--- src/rtl/ra_march_pkg.sv ---
// ra_march_pkg: shared state encoding, background selects and pattern
// constants for the March C- BIST sequencer and its checker.
package ra_march_pkg;

    typedef enum logic [3:0] {
        ST_IDLE,
        ST_M0,
        ST_M1,
        ST_M2,
        ST_M3,
        ST_M4,
        ST_M5,
        ST_DRAIN,
        ST_DONE
    } state_t;

    localparam logic [1:0] BG_SEL_ZEROS  = 2'b00;
    localparam logic [1:0] BG_SEL_FIVES  = 2'b01;
    localparam logic [1:0] BG_SEL_THREES = 2'b10;
    localparam logic [1:0] BG_SEL_ADDR   = 2'b11;

    localparam int              BG_W      = 72;
    localparam logic [BG_W-1:0] BG_ZEROS  = '0;
    localparam logic [BG_W-1:0] BG_FIVES  = {9{8'h55}};
    localparam logic [BG_W-1:0] BG_THREES = {9{8'h33}};

    localparam logic [7:0] FAIL_CNT_MAX = 8'hFF;

    // Up elements sweep address 0 to max; down elements sweep max to 0.
    function automatic logic elem_is_up(state_t s);
        return (s == ST_M0) || (s == ST_M1) || (s == ST_M2) || (s == ST_M5);
    endfunction

    // Elements whose read expects the inverted background (D1).
    function automatic logic elem_reads_inv(state_t s);
        return (s == ST_M2) || (s == ST_M4);
    endfunction

endpackage

--- src/rtl/ra_march_chk.sv ---
// ra_march_chk: delays expected data and address by the array read latency,
// compares against returned read data and keeps the sticky fail summary.
module ra_march_chk #(
    parameter int AW     = 6,
    parameter int DW     = 72,
    parameter int RD_LAT = 1
) (
    input  logic          clk,
    input  logic          reset,
    input  logic          clr,
    input  logic          rd_vld,
    input  logic [AW-1:0] rd_adr,
    input  logic [DW-1:0] rd_exp,
    input  logic [DW-1:0] rd_dat,
    output logic          fail,
    output logic [AW-1:0] fail_adr,
    output logic [7:0]    fail_cnt
);
    import ra_march_pkg::*;

    localparam int LAST = RD_LAT - 1;

    logic          pv_q [RD_LAT];
    logic          pv_d [RD_LAT];
    logic [AW-1:0] pa_q [RD_LAT];
    logic [AW-1:0] pa_d [RD_LAT];
    logic [DW-1:0] pe_q [RD_LAT];
    logic [DW-1:0] pe_d [RD_LAT];

    logic          fail_q, fail_d;
    logic [AW-1:0] fail_adr_q, fail_adr_d;
    logic [7:0]    fail_cnt_q, fail_cnt_d;
    logic          mismatch;

    // Shift the read tag (valid, address, expected word) one stage per cycle.
    always_comb begin
        pv_d[0] = rd_vld;
        pa_d[0] = rd_adr;
        pe_d[0] = rd_exp;
        for (int i = 1; i < RD_LAT; i++) begin
            pv_d[i] = pv_q[i-1];
            pa_d[i] = pa_q[i-1];
            pe_d[i] = pe_q[i-1];
        end
    end

    // Pipe registers line up with the array's read data at the last stage.
    always_ff @(posedge clk or posedge reset) begin
        if (reset) begin
            for (int i = 0; i < RD_LAT; i++) begin
                pv_q[i] <= 1'b0;
                pa_q[i] <= '0;
                pe_q[i] <= '0;
            end
        end else begin
            for (int i = 0; i < RD_LAT; i++) begin
                pv_q[i] <= pv_d[i];
                pa_q[i] <= pa_d[i];
                pe_q[i] <= pe_d[i];
            end
        end
    end

    assign mismatch = pv_q[LAST] && (pe_q[LAST] != rd_dat);

    // Fail summary: a new run clears it; a miscompare sets the sticky flag,
    // captures the first failing address and bumps the saturating count.
    always_comb begin
        fail_d     = fail_q;
        fail_adr_d = fail_adr_q;
        fail_cnt_d = fail_cnt_q;
        if (clr) begin
            fail_d     = 1'b0;
            fail_adr_d = '0;
            fail_cnt_d = '0;
        end else if (mismatch) begin
            fail_d = 1'b1;
            if (!fail_q) begin
                fail_adr_d = pa_q[LAST];
            end
            if (fail_cnt_q != FAIL_CNT_MAX) begin
                fail_cnt_d = fail_cnt_q + 8'd1;
            end
        end
    end

    // Fail summary registers.
    always_ff @(posedge clk or posedge reset) begin
        if (reset) begin
            fail_q     <= 1'b0;
            fail_adr_q <= '0;
            fail_cnt_q <= '0;
        end else begin
            fail_q     <= fail_d;
            fail_adr_q <= fail_adr_d;
            fail_cnt_q <= fail_cnt_d;
        end
    end

    assign fail     = fail_q;
    assign fail_adr = fail_adr_q;
    assign fail_cnt = fail_cnt_q;

endmodule

--- src/rtl/ra_march_sdr.sv ---
// ra_march_sdr: March C- sequencer for the 2R1W SDR test array. Issues one
// array operation per cycle through registered read/write ports and hands
// each read's expected word to ra_march_chk for comparison.
module ra_march_sdr #(
    parameter int AW     = 6,
    parameter int DW     = 72,
    parameter int RD_LAT = 1
) (
    input  logic          clk,
    input  logic          reset,
    input  logic          start,
    input  logic [1:0]    bg_sel,
    output logic          busy,
    output logic          done,
    output logic          fail,
    output logic [AW-1:0] fail_adr,
    output logic [7:0]    fail_cnt,
    output logic          rd_enb,
    output logic [AW-1:0] rd_adr,
    output logic          wr_enb,
    output logic [AW-1:0] wr_adr,
    output logic [DW-1:0] wr_dat,
    input  logic [DW-1:0] rd_dat
);
    import ra_march_pkg::*;

    localparam int             DCW        = (RD_LAT > 1) ? $clog2(RD_LAT) : 1;
    localparam logic [DCW-1:0] DRAIN_LAST = DCW'(RD_LAT - 1);

    state_t         state_q, state_d;
    logic [AW-1:0]  adr_q, adr_d;
    logic           phase_q, phase_d;
    logic [1:0]     bg_q, bg_d;
    logic [DCW-1:0] drain_q, drain_d;

    logic           rd_enb_q, rd_enb_d;
    logic [AW-1:0]  rd_adr_q, rd_adr_d;
    logic [DW-1:0]  exp_q, exp_d;
    logic           wr_enb_q, wr_enb_d;
    logic [AW-1:0]  wr_adr_q, wr_adr_d;
    logic [DW-1:0]  wr_dat_q, wr_dat_d;

    logic           clr;
    logic           elem_up;
    logic           elem_end;
    logic [AW-1:0]  adr_step;
    state_t         next_elem;
    logic [DW-1:0]  d0;
    logic [DW-1:0]  d1;

    // Background word D0 for the current address; the address mode repeats
    // the address across the word so every location holds unique data.
    function automatic logic [DW-1:0] d0_word(logic [1:0] sel, logic [AW-1:0] a);
        logic [DW-1:0] w;
        w = '0;
        for (int i = 0; i < DW; i++) begin
            case (sel)
                BG_SEL_ZEROS:  w[i] = BG_ZEROS[i % BG_W];
                BG_SEL_FIVES:  w[i] = BG_FIVES[i % BG_W];
                BG_SEL_THREES: w[i] = BG_THREES[i % BG_W];
                default:       w[i] = a[i % AW];
            endcase
        end
        return w;
    endfunction

    assign d0        = d0_word(bg_q, adr_q);
    assign d1        = ~d0;
    assign elem_up   = elem_is_up(state_q);
    assign elem_end  = elem_up ? (adr_q == '1) : (adr_q == '0);
    assign adr_step  = elem_up ? (adr_q + AW'(1)) : (adr_q - AW'(1));
    assign next_elem = state_t'(state_q + 4'd1);

    // Sequencer: element/address/phase stepping and next array operation.
    always_comb begin
        state_d  = state_q;
        adr_d    = adr_q;
        phase_d  = phase_q;
        bg_d     = bg_q;
        drain_d  = drain_q;
        rd_enb_d = 1'b0;
        rd_adr_d = '0;
        exp_d    = '0;
        wr_enb_d = 1'b0;
        wr_adr_d = '0;
        wr_dat_d = '0;
        clr      = 1'b0;
        case (state_q)
            ST_IDLE, ST_DONE: begin
                if (start) begin
                    state_d = ST_M0;
                    bg_d    = bg_sel;
                    adr_d   = '0;
                    phase_d = 1'b0;
                    clr     = 1'b1;
                end
            end
            ST_M0: begin
                wr_enb_d = 1'b1;
                wr_adr_d = adr_q;
                wr_dat_d = d0;
                if (elem_end) begin
                    state_d = ST_M1;
                    adr_d   = '0;
                end else begin
                    adr_d = adr_step;
                end
            end
            ST_M1, ST_M2, ST_M3, ST_M4: begin
                if (!phase_q) begin
                    rd_enb_d = 1'b1;
                    rd_adr_d = adr_q;
                    exp_d    = elem_reads_inv(state_q) ? d1 : d0;
                    phase_d  = 1'b1;
                end else begin
                    wr_enb_d = 1'b1;
                    wr_adr_d = adr_q;
                    wr_dat_d = elem_reads_inv(state_q) ? d0 : d1;
                    phase_d  = 1'b0;
                    if (elem_end) begin
                        state_d = next_elem;
                        adr_d   = elem_is_up(next_elem) ? '0 : '1;
                    end else begin
                        adr_d = adr_step;
                    end
                end
            end
            ST_M5: begin
                rd_enb_d = 1'b1;
                rd_adr_d = adr_q;
                exp_d    = d0;
                if (elem_end) begin
                    state_d = ST_DRAIN;
                    drain_d = '0;
                end else begin
                    adr_d = adr_step;
                end
            end
            ST_DRAIN: begin
                if (drain_q == DRAIN_LAST) begin
                    state_d = ST_DONE;
                end else begin
                    drain_d = drain_q + DCW'(1);
                end
            end
            default: begin
                state_d = ST_IDLE;
            end
        endcase
    end

    // Sequencer state and registered array port outputs.
    always_ff @(posedge clk or posedge reset) begin
        if (reset) begin
            state_q  <= ST_IDLE;
            adr_q    <= '0;
            phase_q  <= 1'b0;
            bg_q     <= '0;
            drain_q  <= '0;
            rd_enb_q <= 1'b0;
            rd_adr_q <= '0;
            exp_q    <= '0;
            wr_enb_q <= 1'b0;
            wr_adr_q <= '0;
            wr_dat_q <= '0;
        end else begin
            state_q  <= state_d;
            adr_q    <= adr_d;
            phase_q  <= phase_d;
            bg_q     <= bg_d;
            drain_q  <= drain_d;
            rd_enb_q <= rd_enb_d;
            rd_adr_q <= rd_adr_d;
            exp_q    <= exp_d;
            wr_enb_q <= wr_enb_d;
            wr_adr_q <= wr_adr_d;
            wr_dat_q <= wr_dat_d;
        end
    end

    assign busy   = (state_q != ST_IDLE) && (state_q != ST_DONE);
    assign done   = (state_q == ST_DONE);
    assign rd_enb = rd_enb_q;
    assign rd_adr = rd_adr_q;
    assign wr_enb = wr_enb_q;
    assign wr_adr = wr_adr_q;
    assign wr_dat = wr_dat_q;

    // Expected word travels with the registered read enable so the checker
    // sees the same timing as the array's read port.
    ra_march_chk #(
        .AW     (AW),
        .DW     (DW),
        .RD_LAT (RD_LAT)
    ) u_chk (
        .clk      (clk),
        .reset    (reset),
        .clr      (clr),
        .rd_vld   (rd_enb_q),
        .rd_adr   (rd_adr_q),
        .rd_exp   (exp_q),
        .rd_dat   (rd_dat),
        .fail     (fail),
        .fail_adr (fail_adr),
        .fail_cnt (fail_cnt)
    );

endmodule
--- config.mk ---
export PLATFORM = sky130hd
export DESIGN_NAME = ra_march_sdr
export DESIGN_NICKNAME = d
export VERILOG_FILES = /design/src/rtl/ra_march_pkg.sv /design/src/rtl/ra_march_chk.sv /design/src/rtl/ra_march_sdr.sv
export SDC_FILE = /design/constraint.sdc
export NUM_CORES = 1
export LEC_CHECK = 0
export ABC_AREA = 1
export CAP_MARGIN = 20
export CORE_AREA = 5 5 124 126
export CTS_BUF_LIST = sky130_fd_sc_hd__clkbuf_2
export DETAILED_ROUTE_END_ITERATION = 7
export DIE_AREA = 0 0 129 131
export PLACE_DENSITY = 0.73
export SYNTH_ARGS = -nofsm -noshare
export SYNTH_HDL_FRONTEND = slang
export SYNTH_SLANG_ARGS = --single-unit
--- constraint.sdc ---
create_clock -name clk -period 2.8 [get_ports clk]
set_clock_uncertainty 0.2 [all_clocks]
set_input_delay 0.28 -clock clk [delete_from_list [all_inputs] [get_ports clk]]
set_output_delay 0.28 -clock clk [all_outputs]
set_load 0.02 [all_outputs]
# Yosys cells after proc, flatten, opt, wreduce, memory -nomap -nowiden
# Index checks and enable logic that the tools add are counted.
# totals
reg_bits	266
input_bits	77
word_cells	137
# classes
add_sub_neg	5
n_eq_ne	26
n_mux	57
bitwise_logic	1
reduce_logical	31
# op_table
cell	count
two-way mux 72 bit	4
case mux 72 bit (2 select lines)	2
two-way mux 6 bit	12
!= test 72 bit	1
NOT 72 bit	1
case mux 1 bit (2 select lines)	13
two-way mux 4 bit	6
two-way mux 8 bit	3
case mux 6 bit (2 select lines)	2
case mux 6 bit (4 select lines)	1
== test 4 x 3 -> 1 bit (second input constant)	5
case mux 4 bit (5 select lines)	1
== test 4 x 2 -> 1 bit (second input constant)	4
!= test 2 bit (second input constant)	8
two-way mux 1 bit	13
AND reduction 2 bit	5
adder 8 x 1 -> 8 bit (second input constant)	1
== test 4 x 1 -> 1 bit (second input constant)	2
!= test 8 bit (second input constant)	1
nonzero test 2 bit	4
nonzero test 4 bit	2
OR reduction 2 bit	4
logical OR 1 bit	7
adder 6 x 1 -> 6 bit (second input constant)	1
other kinds (16)	17

# Longest topological paths before layout
# Gate-level depths: netlist (run 1).
# depth
depth_word	9
depth_mapped	14
depth_no_buf	14

# By module
# Synthesis (run 1) repeated with hierarchy kept, for this count alone.
# unflattened
cells_unflattened	815
area_unflattened_um2	7220.7
# by_module_without_submodules
mod	instances	cells_per_inst	area_per_inst_um2	seq_area_each_um2
ra_march_chk	1	421	3945.0	2352.3
ra_march_sdr	1	394	3275.6	1276.2

# Least setup slack after synthesis (run 1)
# No wires, ideal clock.
# synth_timing
path_type	reg-to-reg
from	register state_q[0]
to	register adr_q[5]
setup_time_ns	0.066
arrival_ns	2.338
required_ns	2.534
slack_ns	0.197
path_stages_with_launch	15
n_path_buf	0
period_less_slack_ns	2.603
cell_sequence	dfrtp_1 inv_1 ha_1 o21ai_2 inv_2 nor2_2 ha_1 a21oi_1 nand2_1 nand2_1 nand2_1 a21oi_1 xnor2_1 nand3_1 nand2_1
# synth_between
elab_chain_len	9
elab_cells_between_ends	34
cone_classes	1 x add/sub; 14 x eq/ne; 8 x mux; 11 x reduce/logical
# synth_rtl
element	line_no	text
from (decl)	ra_march_sdr.sv:30	state_t state_q, state_d;
from (signal assigned)	ra_march_sdr.sv:167	state_q <= state_d;
adder 4 x 1 -> 4 bit	ra_march_sdr.sv:72	assign next_elem = state_t'(state_q + 4'd1);
== test 4 x 1 -> 1 bit / == test 4 x 2 -> 1 bit (equally long branches)	ra_march_pkg.sv:31	return (s == ST_M0) || (s == ST_M1) || (s == ST_M2) || (s == ST_M5);
logical OR 1 bit (3 in a row)	ra_march_pkg.sv:31	
two-way mux 6 bit	ra_march_sdr.sv:122	adr_d = elem_is_up(next_elem) ? '0 : '1;
two-way mux 6 bit	ra_march_sdr.sv:120	if (elem_end) begin
two-way mux 6 bit	ra_march_sdr.sv:110	if (!phase_q) begin
case mux 6 bit (4 select lines)	ra_march_sdr.sv:88	case (state_q)
to (signal assigned)	ra_march_sdr.sv:168	adr_q <= adr_d;
to (decl)	ra_march_sdr.sv:31	logic [AW-1:0] adr_q, adr_d;
# Parallel ways exist; a longest one is shown, timed or not. The select of a mux whose other input is x is not followed.
# A chain may end at the register's enable or synchronous reset.

# Final worst setup path (run 1)
# layout_timing
from	register state_q[0]
to	output busy
# layout_between
elab_chain_len	2
elab_cells_between_ends	3
cone_classes	1 x eq/ne; 2 x reduce/logical
# layout_rtl
element	line_no	text
!= test 4 bit / nonzero test 4 bit (equally long branches)	ra_march_sdr.sv:181	assign busy = (state_q != ST_IDLE) && (state_q != ST_DONE);
logical AND 1 bit *	ra_march_sdr.sv:181	
to (decl)	ra_march_sdr.sv:13	output logic busy,
# Every way passes the cells marked *; elsewhere a longest branch is shown, timed or not.

==> results.ini, run 1 <==
[yosys]
yosys_warnings = 0
synth-async-reset-ratio_pct = 100.0
postSynthCellCount = 714
ys_seq_area_share_pct = 38.51
synth_nets = 807
ys.flop_type = dfrtp_1
syn_area_per_cell_um2 = 7.737
synthDistinctLibCells = 30
synth_edf_count = 0
ys_ff_latch = 85
synth_area_um2 = 5524

[sta]
worst_slew_pin_slew_ps = 607.1
hold_ws_ps = 112.0
period_needed_ps = 2587
setup_viol = 0
maxSlewViolCount = 0
max_freq_ghz = 0.3865
min_period_over_period_pct = 92.39
hold_viol_final = 0
slew_headroom_pct = 59.48

[floorplan]
rows = 44
coreArea_um2 = 14200
dieArea_um2 = 16900
ios = 180
start_util_pct = 38.89
die_y_um = 131
die_w_um = 129

[clock_tree]
cts.sinks = 85
path_clk_slew_ps = 260
cts_root_buf = clkbuf_2
htree_levels = 3
numCtsBuffers = 9
clk_latency_ps = 560
cts_tree = built
clockBufferDepth = 2

[detailed_routing]
drt-wirelength-per-cell_um = 13.66
via_count = 4668
route.detailed.drc = 0
antenna_left = 0
drtIter0Drc = 282
vias_per_cell = 4.585
wirelength_mm = 13.90
drt_first_pass_iters = 6

[finish]
final_cell_mix = clkdlybuf4s50_1, nand2_1, dfrtp_1, nor2_1, inv_1
synthToLayoutAreaGrowth_pct = 29.67
layout_commonest_cell = clkdlybuf4s50_1
fin_nets = 922
final_area_um2 = 7163
drive_gt1_share_pct = 7.074
diodes = 0

[placed_design]
dpl.hpwl_mm = 10.97
placed_cell_area_um2 = 7027
port_buffers = 179
place.gp.congestion = 0.8905

[status]
status = finished, final reports clean

[global_routing]
grt_max_degree = 86
grt_pass1_wl_mm = 21.51
grt_util_all_layers_pct = 16.03
gr-total-overflow = 0
grt_pass1_vias = 4342
antenna_found_initial = 0

[min_path]
hp-class = in -> reg

[worst_setup_path]
rrSetupSlack_ps = 230
cp_max_fo = 6
worstPathArrival_ps = 2110
cp-start-kind = flop
cp_data_required_time_ps = 2320
endpoint_kind = output pin
path_class = reg -> out

[pwr]
p_leak_nw = 3.591
switching_share_pct = 49.86
switching_power_mw = 3.403
p_clk_share_pct = 9.2
p_per_area_nw_per_um2 = 952.9
pwr-share-comb_pct = 61.4
seqPwrFrac_pct = 29.4
internal_power_mw = 3.423
peakVddDrop_v = 0.0005302

[flow_run]
maxCapViolCount = 0

[path summary, 6_finish.rpt]
check	startpoint	endpoint	depth (start not counted)
max	state_q[0]$_DFFE_PP0P_	busy	6
min	bg_sel[1]	bg_q[1]$_DFFE_PP0P_	3
max reg2reg	state_q[0]$_DFFE_PP0P_	adr_q[5]$_DFFE_PP0P_	14
min reg2reg	exp_q[69]$_DFF_PP0_	u_chk.pe_q[9]$_DFF_PP0_	0
max in group asynchronous	reset	state_q[0]$_DFFE_PP0P_	4
min in group asynchronous	reset	u_chk.fail_cnt[4]$_DFFE_PP0P_	4
[worst max-delay path, cell delays in order, from the launching register on]
cell and delay [ps]:
dfrtp_2 500, inv_1 130, ha_1 200, inv_1 60, nor2_1 200, inv_1 140
dlygate4sd2_1 350
[what timing repair did]
action                                  CTS  global route
hold endpoints to repair                 85             0
resized for setup                         2             3
buffers inserted                          0             1
hold buffers                              1             0
pin swaps                                 0             0
endpoints found under the setup margin    2             2
[flip-flops by register name, indices dropped and copies added (netlist names)]
signal	flops
wr_dat	12
wr_adr	6
phase_q	1
exp_q	12
wr_enb	1
u_chk.pa_q	6
u_chk.pe_q	12
u_chk.fail_cnt	8
rd_adr	6
state_q	4
u_chk.fail	1
bg_q	2
rd_enb	1
u_chk.fail_adr	6
adr_q	6
u_chk.pv_q	1
[per-stage QoR]
| step | setup TNS, ps | utilization [%] | power, mW | worst slack [ps] | cells |
|---|---|---|---|---|---|
| 2_1_floorplan | 0 | - | 5.073 | 126.5 | 714 |
| 3_3_place_gp | 0 | 49.47 | 6.164 | 288.4 | 1000 |
| 3_5_place_dp | 0 | 49.47 | 6.228 | 210.1 | 1000 |
| 4_1_cts | 0 | 50.35 | 6.857 | 157.0 | 1017 |
| 5_1_grt | -1.350 | 50.43 | 7.403 | -1.350 | 1018 |
| 6_report | 0 | 50.43 | 6.826 | 213.0 | 1018 |
[logic make-up after synthesis]
| group | synth area share, % |
|---|---|
| AOI/OAI and AO/OA | 6.501 |
| xor gates and xnor gates | 10.94 |
| adders and majority gates | 3.760 |
| buffers and inverters | 16.24 |
| DFF | 38.51 |
| and+or+nand+nor | 24.05 |
[power by group through the flow]
stage	logic (mW)	registers (mW)	clock network, mW
after floorplan	3.10	1.98	0
after global placement	4.13	2.03	0
after detailed placement	4.19	2.04	0
after CTS	4.20	2.01	0.647
after global routing	4.63	2.07	0.696
final	4.19	2.01	0.627
[synth_stat cells, types with 6 or more instances]
master	number	area, um^2
o22ai_1	12	75.07
xor2_1	60	525.5
inv_1	82	307.8
ha_1	15	187.7
nand2_1	175	656.9
clkbuf_1	6	22.52
xnor2_1	9	78.83
buf_4	66	495.5
o21ai_1	6	30.03
o21ai_0	23	115.1
a21oi_1	17	85.08
dfrtp_1	85	2127
nand3_1	25	125.1
buf_2	9	45.04
nor2_1	80	300.3
inv_2	7	26.28
nand3_2	6	60.06
[metal layers]
metal  track usage (%)  share of wire (%)  vias up
li1                  -                  -     2351
met1             19.79                 43     2151
met2             28.29                 49      151
met3             3.659                5.9       15
met4             4.262                1.4        0
met5                 0                  0        -
[final cells by class]
class                           count  area (um^2)
Clock inverter                      7        72.57
Timing Repair Buffer              185         1849
Fill cell                        1336         7041
Multi-Input combinational cell    459         2502
Clock buffer                        9        45.04
Sequential cell                    85         2128
Tap cell                          184        230.2
Inverter                           89        335.3
No activity file was read; power rests on OpenSTA's default activity.
==> inputs of run 2 (changes only) <==
--- a/config.mk
+++ b/config.mk
@@ -6,7 +6,7 @@
 export NUM_CORES = 1
 export LEC_CHECK = 0
 export ABC_AREA = 1
-export CAP_MARGIN = 20
+export CAP_MARGIN = 10
 export CORE_AREA = 5 5 124 126
 export CTS_BUF_LIST = sky130_fd_sc_hd__clkbuf_2
 export DETAILED_ROUTE_END_ITERATION = 7
==> results of run 2 <==
Final layout, timing and power as in run 1 (identical DEF).
==> inputs of run 3 (changes only) <==
--- a/config.mk
+++ b/config.mk
@@ -7,10 +7,10 @@
 export LEC_CHECK = 0
 export ABC_AREA = 1
 export CAP_MARGIN = 10
-export CORE_AREA = 5 5 124 126
+export CORE_AREA = 5 5 130 120
 export CTS_BUF_LIST = sky130_fd_sc_hd__clkbuf_2
 export DETAILED_ROUTE_END_ITERATION = 7
-export DIE_AREA = 0 0 129 131
+export DIE_AREA = 0 0 135 125
 export PLACE_DENSITY = 0.73
 export SYNTH_ARGS = -nofsm -noshare
 export SYNTH_HDL_FRONTEND = slang
==> results.ini, run 3 (synthesis gave the netlist of run 1 again) <==
[status]
status = finished, final reports clean

[finish]
layout_commonest_cell = clkdlybuf4s50_1
diodes = 0  ; unchanged
nFillCells = 1372  ; +2.7%
final_cell_mix = clkdlybuf4s50_1, nand2_1, dfrtp_1, inv_1, nor2_1
drive_gt1_share_pct = 7.177  ; +0.10 points
fin_nets = 925  ; +0.33%
synthToLayoutAreaGrowth_pct = 29.88
instances_no_fill = 1034  ; +1.6%

[placed_design]
port_buffers = 179  ; unchanged
place.gp.congestion = 0.8328  ; -6.5%
dpl.hpwl_mm = 10.84  ; -1.2%
pre_cts_ws_ps = 149.3  ; -60.76 ps
dp_cells = 1013  ; +1.3%

[clock_tree]
cts.sinks = 85  ; unchanged
path_clk_slew_ps = 240  ; -20 ps
cts_root_buf = clkbuf_2
clockBufferDepth = 2  ; unchanged
clk_latency_ps = 520  ; -40 ps
numCtsBuffers = 9  ; unchanged
cts_tree = built
htree_levels = 3  ; unchanged

[sta]
min_period_over_period_pct = 93.19  ; +0.80 points
period_needed_ps = 2609  ; +22.28 ps
fin_ws_ps = 190.7  ; -22.28 ps
slew_headroom_pct = 58.70  ; -0.78 points
hold_viol_final = 0  ; unchanged
setup_tns_ps = 0  ; unchanged
maxSlewViolCount = 0  ; unchanged
worst_slew_pin_slew_ps = 618.0  ; +10.84 ps
max_freq_ghz = 0.3832  ; -0.85%
setup_viol = 0  ; unchanged

[detailed_routing]
antenna_left = 0  ; unchanged
drt_first_pass_iters = 5  ; -1
wirelength_mm = 14.13  ; +1.6%
highest_layer = met4
drt-wirelength-per-cell_um = 13.67  ; about the same
wl_met1_mm = 6.299  ; +4.4%
via_count = 4588  ; -1.7%
drtIter0Drc = 280  ; -0.71%
route.detailed.drc = 0  ; unchanged
wl_met3_um = 916  ; +11%
wl_met2_mm = 6.748  ; -1.5%
vias_per_cell = 4.437  ; -3.2%

[worst_setup_path]
rrSetupSlack_ps = 190  ; -40 ps
path_class = reg -> reg
cp_max_fo = 17  ; +11
worstPathArrival_ps = 2900  ; +790 ps
cp_data_required_time_ps = 3090  ; +770 ps
cp-start-kind = flop
endpoint_kind = flop

[pwr]
peakVddDrop_v = 0.0005698  ; +7.5%
internal_power_mw = 3.439  ; +0.48%
seqPwrFrac_pct = 29.5  ; about the same
pwr-share-comb_pct = 62.7  ; +1.3 points
p_leak_nw = 3.593  ; about the same
p_per_area_nw_per_um2 = 948.8  ; -0.43%
p_clk_share_pct = 7.9  ; -1.3 points
switching_power_mw = 3.368  ; -1.0%
switching_share_pct = 49.48  ; -0.38 points

[floorplan]
coreArea_um2 = 14240  ; +0.26%
die_y_um = 125  ; -4.6%
die_w_um = 135  ; +4.7%
start_util_pct = 38.79  ; -0.10 points
ios = 180  ; unchanged
dieArea_um2 = 16880  ; -0.14%
rows = 42  ; -4.5%

[global_routing]
gr-total-overflow = 0  ; unchanged
grt_pass1_vias = 4376  ; +0.78%
grt_max_degree = 86  ; unchanged
grt_util_all_layers_pct = 16.23  ; +0.20 points
antenna_found_initial = 0  ; unchanged
grt_pass1_wl_mm = 22.26  ; +3.5%

[min_path]
hp-class = in -> reg

[flow_run]
maxCapViolCount = 0  ; unchanged

-- run 3: metal layers --
layer	vias to the layer above	GRT usage (%)
met4	0	3.438
met2	138	27.51
li1	2351	-
met3	13	3.936
met5	-	0
met1	2086	21.17
-- run 3: worst max-delay path: stages (launching register included) --
cell	delay [ps]
dfrtp_2	490
inv_1	130
ha_1	260
nand2_4	170
nand2_4	110
nor2_2	40
ha_1	330
a21oi_2	190
nand2_1	70
nand2_1	70
nand2_1	50
a21oi_1	160
xnor2_1	130
nand3_1	100
nand2_1	80
-- run 3: power by group through the flow --
stage                     sequential, mW  clock, mW  combinational [mW]
after floorplan                     1.98          0                3.10
after global routing                2.07      0.605                4.72
after global placement              2.03          0                4.14
after CTS                           2.01      0.559                4.20
final                               2.01      0.535                4.27
after detailed placement            2.04          0                4.19
-- run 3: worst paths after layout --
check                                       start                       endpoint  depth (start not counted)
min in group asynchronous                   reset  u_chk.fail_cnt[2]$_DFFE_PP0P_                          4
hold / removal                          bg_sel[0]            bg_q[0]$_DFFE_PP0P_                          3
max in group asynchronous                   reset         state_q[0]$_DFFE_PP0P_                          4
setup reg to reg           state_q[0]$_DFFE_PP0P_           adr_q[5]$_DFFE_PP0P_                         14
hold reg to reg               exp_q[62]$_DFF_PP0_       u_chk.pe_q[14]$_DFF_PP0_                          0
setup / recovery           state_q[0]$_DFFE_PP0P_           adr_q[5]$_DFFE_PP0P_                         14
-- run 3: area by class of cell --
| cell class | count | area (um^2) | share of cell area, % |
|---|---|---|---|
| multi-input cells | 459 | 2504 | 34.90 |
| flip-flops and latches | 85 | 2128 | 29.67 |
| repair buffers | 188 | 1872 | 26.09 |
| inverters | 89 | 335.3 | 4.674 |
| well taps | 198 | 247.7 | 3.453 |
| clock buffers | 10 | 50.05 | 0.6976 |
| clock inverters | 5 | 37.54 | 0.5232 |
-- run 3: timing repair --
action                                  in CTS  in global routing
endpoints found under the setup margin       2                  1
buffers inserted                             0                  5
hold buffers                                 1                  0
pin swaps                                    0                  2
gates resized for setup                      2                  2
cloned                                       0                  0
hold endpoints to repair                    85                  0
-- run 3: through the flow --
stage	area (um^2)	utilization, %	hold WS, ps	power, mW
after floorplan	5524	-	131.2	5.073
after global placement	7037	49.41	133.4	6.165
after detailed placement	7037	49.41	137.8	6.227
after CTS	7132	50.08	72.33	6.771
after global routing	7174	50.38	68.14	7.393
final	7174	50.38	105.8	6.807
